## src/rtl/prt_pkg.sv

```systemverilog
// Shared constants, FSM state type and slot descriptor for the packet reference table
// and its ingress writer.
package prt_pkg;
  localparam int DATA_WIDTH = 8;
  localparam int NUM_SLOTS  = 2;
  localparam int MAX_BYTES  = 1518;
  localparam int SLOT_W     = $clog2(NUM_SLOTS);
  localparam int LEN_W      = $clog2(MAX_BYTES + 1);

  typedef enum logic [2:0] {
    ST_IDLE,
    ST_OPEN,
    ST_WRITE,
    ST_CLOSE,
    ST_PUBLISH
  } prt_state_e;

  typedef struct packed {
    logic [SLOT_W-1:0] slot;
    logic [LEN_W-1:0]  len;
    logic              trunc;
  } prt_desc_t;
endpackage

```

## src/rtl/prt_ingress_writer.sv

```systemverilog
// Ingress writer: takes one byte-stream frame at a time, stores it into a free PRT slot
// and publishes a {slot, len, trunc} descriptor downstream.
module prt_ingress_writer
  import prt_pkg::*;
#(
  parameter int DATA_WIDTH = prt_pkg::DATA_WIDTH,
  parameter int NUM_SLOTS  = prt_pkg::NUM_SLOTS,
  parameter int MAX_BYTES  = prt_pkg::MAX_BYTES,
  localparam int SLOT_W    = $clog2(NUM_SLOTS),
  localparam int LEN_W     = $clog2(MAX_BYTES + 1)
) (
  input  logic                  clk,
  input  logic                  rst_n,
  input  logic                  s_valid,
  input  logic [DATA_WIDTH-1:0] s_data,
  input  logic                  s_last,
  output logic                  s_ready,
  input  logic                  is_prt_slot_free,
  input  logic                  RDY_is_prt_slot_free,
  output logic                  EN_start_writing_prt_entry,
  input  logic                  RDY_start_writing_prt_entry,
  input  logic [SLOT_W-1:0]     start_writing_prt_entry,
  output logic                  EN_write_prt_entry,
  output logic [DATA_WIDTH-1:0] write_prt_entry_data,
  input  logic                  RDY_write_prt_entry,
  output logic                  EN_finish_writing_prt_entry,
  input  logic                  RDY_finish_writing_prt_entry,
  output logic                  d_valid,
  input  logic                  d_ready,
  output logic [SLOT_W-1:0]     d_slot,
  output logic [LEN_W-1:0]      d_len,
  output logic                  d_trunc,
  output logic [15:0]           frame_count
);

  localparam logic [LEN_W-1:0] LEN_MAX = LEN_W'(MAX_BYTES);

  prt_state_e        state_q, state_d;
  logic [SLOT_W-1:0] slot_q, slot_d;
  logic [LEN_W-1:0]  len_q, len_d;
  logic              trunc_q, trunc_d;
  logic [15:0]       fcnt_q, fcnt_d;
  logic              at_cap;

  assign at_cap               = (len_q == LEN_MAX);
  assign write_prt_entry_data = s_data;
  assign d_slot               = slot_q;
  assign d_len                = len_q;
  assign d_trunc              = trunc_q;
  assign frame_count          = fcnt_q;

  always_ff @(posedge clk or negedge rst_n) begin
    if (!rst_n) begin
      state_q <= ST_IDLE;
      slot_q  <= '0;
      len_q   <= '0;
      trunc_q <= 1'b0;
      fcnt_q  <= '0;
    end else begin
      state_q <= state_d;
      slot_q  <= slot_d;
      len_q   <= len_d;
      trunc_q <= trunc_d;
      fcnt_q  <= fcnt_d;
    end
  end

  always_comb begin
    state_d                     = state_q;
    slot_d                      = slot_q;
    len_d                       = len_q;
    trunc_d                     = trunc_q;
    fcnt_d                      = fcnt_q;
    s_ready                     = 1'b0;
    EN_start_writing_prt_entry  = 1'b0;
    EN_write_prt_entry          = 1'b0;
    EN_finish_writing_prt_entry = 1'b0;
    d_valid                     = 1'b0;
    unique case (state_q)
      ST_IDLE: begin
        if (s_valid && is_prt_slot_free && RDY_is_prt_slot_free) state_d = ST_OPEN;
      end
      ST_OPEN: begin
        EN_start_writing_prt_entry = RDY_start_writing_prt_entry;
        if (RDY_start_writing_prt_entry) begin
          slot_d  = start_writing_prt_entry;
          len_d   = '0;
          trunc_d = 1'b0;
          state_d = ST_WRITE;
        end
      end
      ST_WRITE: begin
        // Once the entry is full the tail is drained without waiting on the PRT.
        if (at_cap) begin
          s_ready = 1'b1;
          if (s_valid) trunc_d = 1'b1;
        end else begin
          s_ready            = RDY_write_prt_entry;
          EN_write_prt_entry = s_valid && RDY_write_prt_entry;
          if (EN_write_prt_entry) len_d = len_q + LEN_W'(1);
        end
        if (s_valid && s_ready && s_last) state_d = ST_CLOSE;
      end
      ST_CLOSE: begin
        EN_finish_writing_prt_entry = RDY_finish_writing_prt_entry;
        if (RDY_finish_writing_prt_entry) state_d = ST_PUBLISH;
      end
      ST_PUBLISH: begin
        d_valid = 1'b1;
        if (d_ready) begin
          fcnt_d  = fcnt_q + 16'd1;
          state_d = ST_IDLE;
        end
      end
      default: state_d = ST_IDLE;
    endcase
  end

endmodule

```

## config.mk

```make
export PLATFORM = sky130hd
export DESIGN_NAME = prt_ingress_writer
export DESIGN_NICKNAME = d
export VERILOG_FILES = /design/src/rtl/prt_pkg.sv /design/src/rtl/prt_ingress_writer.sv
export SDC_FILE = /design/constraint.sdc
export NUM_CORES = 1
export LEC_CHECK = 0
export BUFFER_PORTS_ARGS = -buffer_cell sky130_fd_sc_hd__buf_2
export CAP_MARGIN = 20
export CORE_AREA = 10 10 68 70
export CTS_CLUSTER_DIAMETER = 30
export DETAILED_ROUTE_END_ITERATION = 8
export DIE_AREA = 0 0 78 80
export PLACE_DENSITY_LB_ADDON = 0.3
export SLEW_MARGIN = 25
export SYNTH_ARGS = -nofsm -noshare
export SYNTH_HDL_FRONTEND = slang
export SYNTH_SLANG_ARGS = --single-unit
```

## constraint.sdc

```tcl
create_clock -name clk -period 3.1 [get_ports clk]
set_input_delay 0.465 -clock clk [delete_from_list [all_inputs] [get_ports clk]]
set_output_delay 0.465 -clock clk [all_outputs]
set_load 0.1 [all_outputs]
```

==> impl_metrics.ini <==
[worst_setup_path]
path_max_fanout = 7
crit_path_cell_trace = inv_1 -> ha_1 -> nand4bb_1 -> nor3_1 -> nor2_1 -> nor4b_4 -> buf_2
cpPeakStageDelay_ns = 0.46
critPathBufInv = 2
crit_path_start_kind = flop
reg2reg_from = state_q[2]
startpoint = d_len[0]
r2r_slack_ns = 1.32
path_delay_family = simple AND/OR/NAND/NOR gates
r2r_end = d_len[8]
crit_arrival_ns = 2.18
cp.required_ns = 2.63
end_kind = primary output
ff2ff_path_depth = 4
worstSetupPathType = reg -> out
crit_slowest_cell = buf_2

[final_layout]
layout_commonest_cell = buf_2
drive_gt1_share_pct = 33.5
syn_to_final_growth_pct = 16.3
insertedDiodeCount = 0
final_util_pct = 58.7
final_cell_mix = buf_2, dfrtp_1, nand2_1
layout.nets = 218

[synth]
syn_avg_cell_area_um2 = 10.6
netlist_area_um2 = 1660
synth_top_area_share_pct = 48.3
synth_top_area_cell = dfrtp_1
netlist_instances = 157
ys_top_cells_by_area = dfrtp_1, xnor2_1, buf_4, nand2_1, nand3_1
synth.distinct_cells = 39
ys.warnings.count = 0
ys_ff_latch = 32
syn_nets = 179
ys_seq_area_share_pct = 48.3

[route]
wirelength_mm = 3.78
post_drt_wl_per_cell_um = 15.5
dr.pass1.iters = 4
drcViolationCount = 0
drt_first_iter_violations = 49
vias = 1303
vias_per_cell = 5.36
drt.antenna.violating_nets = 0

[sta]
slew_headroom_pct = 53.7
tightest_slew_ns = 0.695
rsz0062_at_grt = no
slew_viol_final = 0
post-route-period-util_pct = 85.3
clock.fmax_ghz = 0.378
skew_ns = 0.0102
min_period_ns = 2.64
finalSetupViolCount = 0
hold_violations = 0

[pwr]
static-leakage-power_uw = 0.000966
irDropWorstVdd_v = 0.000555
p_total_uw = 1260
power.density_nw_per_um2 = 655

[global_route]
grt_usage_pct = 12.7
grt_max_degree = 33
grt-ovfl-total = 0
grt_pass1_vias = 1335
grt_pass1_wl_mm = 6.36
antenna_found_initial = 0

[cts]
clk_path_buf_depth = 2
cts.sinks = 32
clk_latency_ns = 0.34
hold_buffers = 0
root_buffer = clkbuf_4
post-cts-setup-buffer-count = 0
clkTransAtPathRegs_ns = 0.11
cts_made_buffers = 5
cts.repair.resized = 0
cts_tree = yes
cts-htree-levels = 2

[run]
cap_violations = 0

[floorplan]
dieArea_um2 = 6240
io_pins = 61
die_h_um = 80
rows = 21
die_w_um = 78
core_area_um2 = 3280
start_util_pct = 50.4

[hold_path]
hp-class = in -> async

[place]
io_buffers = 44
place_congestion = 0.862
dpl.hpwl_mm = 2.89

[status]
outcome = complete, no violations
area by class of cell:
| type | instances | area [um^2] |
|---|---|---|
| fillers | 288 | 1360 |
| inverters | 4 | 17.5 |
| clock buffers | 5 | 37.5 |
| well taps | 46 | 57.6 |
| multi-input cells | 108 | 759 |
| flip-flops and latches | 32 | 808 |
| clock inverters | 3 | 18.8 |
| repair buffers | 45 | 228 |
metal layers:
layer	vias to the layer above	GRT usage (%)	routed length, um
li1	622	-	-
met1	626	13.6	1500
met2	42	22.0	1950
met3	13	4.05	249
met4	0	6.45	80
met5	-	0	0
registers in the layout (all words and copies together), names as in the netlist:
| signal | cells |
|---|---|
| d_len | 11 |
| d_slot | 1 |
| d_trunc | 1 |
| frame_count | 16 |
| state_q | 3 |
worst reg2reg max path: stages (launching register included):
cell and delay [ns]:
dfrtp_1 0.49, and4bb_1 0.51, nand3_4 0.14, or4_1 0.48
o21ai_1 0.09
Yosys cell counts, drive strengths merged:
library cell / instances
dfrtp: 32
nand2: 17
xnor2: 15
buf: 13
nand3: 12
nor2: 9
nand4: 6
and3: 5
a21oi: 4
and4: 4
inv: 4
mux2i: 4
xor2: 4
and4bb: 3
ha: 3
nor3: 3
and2: 2
nand4bb: 2
o21ai: 2
a21o: 1
a22oi: 1
mux2: 1
nand3b: 1
nor3b: 1
nor4b: 1
o211ai: 1
o22ai: 1
o31a: 1
o31ai: 1
or2: 1
or3: 1
or4: 1
metrics by stage:
stage / std cells / setup WS, ns / TNS, ns / hold WS [ns] / instance area, um^2
finish: 243 / 0.457 / 0 / 0.161 / 1930
global route: 243 / 0.289 / 0 / 0.198 / 1930
CTS: 243 / 0.446 / 0 / 0.171 / 1930
detailed placement: 235 / 0.827 / 0 / 0.472 / 1870
global placement: 235 / 0.845 / 0 / 0.457 / 1870
floorplan: 157 / -0.174 / -0.211 / 0.169 / 1680
logic make-up after synthesis:
| group | count (synthesis) | synth area share, % |
|---|---|---|
| xor+xnor | 19 | 10.0 |
| flops | 32 | 48.3 |
| compound gates | 12 | 4.53 |
| buf+inv | 17 | 7.02 |
| fa+ha+maj | 3 | 2.27 |
| simple gates | 69 | 24.7 |
| mux | 5 | 3.10 |
worst max path at each step:
stage	to	slack (ns)	depth (start not counted)
final	s_ready	0.46	7
after global routing	s_ready	0.29	7
after CTS	s_ready	0.45	7
after detailed placement	s_ready	0.83	7
after global placement	s_ready	0.84	7
after floorplan	s_ready	-0.17	4
where the power goes:
group / internal (uW) / leakage (uW) / total (uW) / switching, uW
clock: 86.9 / 0.0000349 / 236 / 149
combinational: 104 / 0.000501 / 499 / 396
sequential: 461 / 0.000430 / 527 / 65.9
total: 651 / 0.000966 / 1260 / 610
Note: power is estimated with default switching activity, not from simulation.
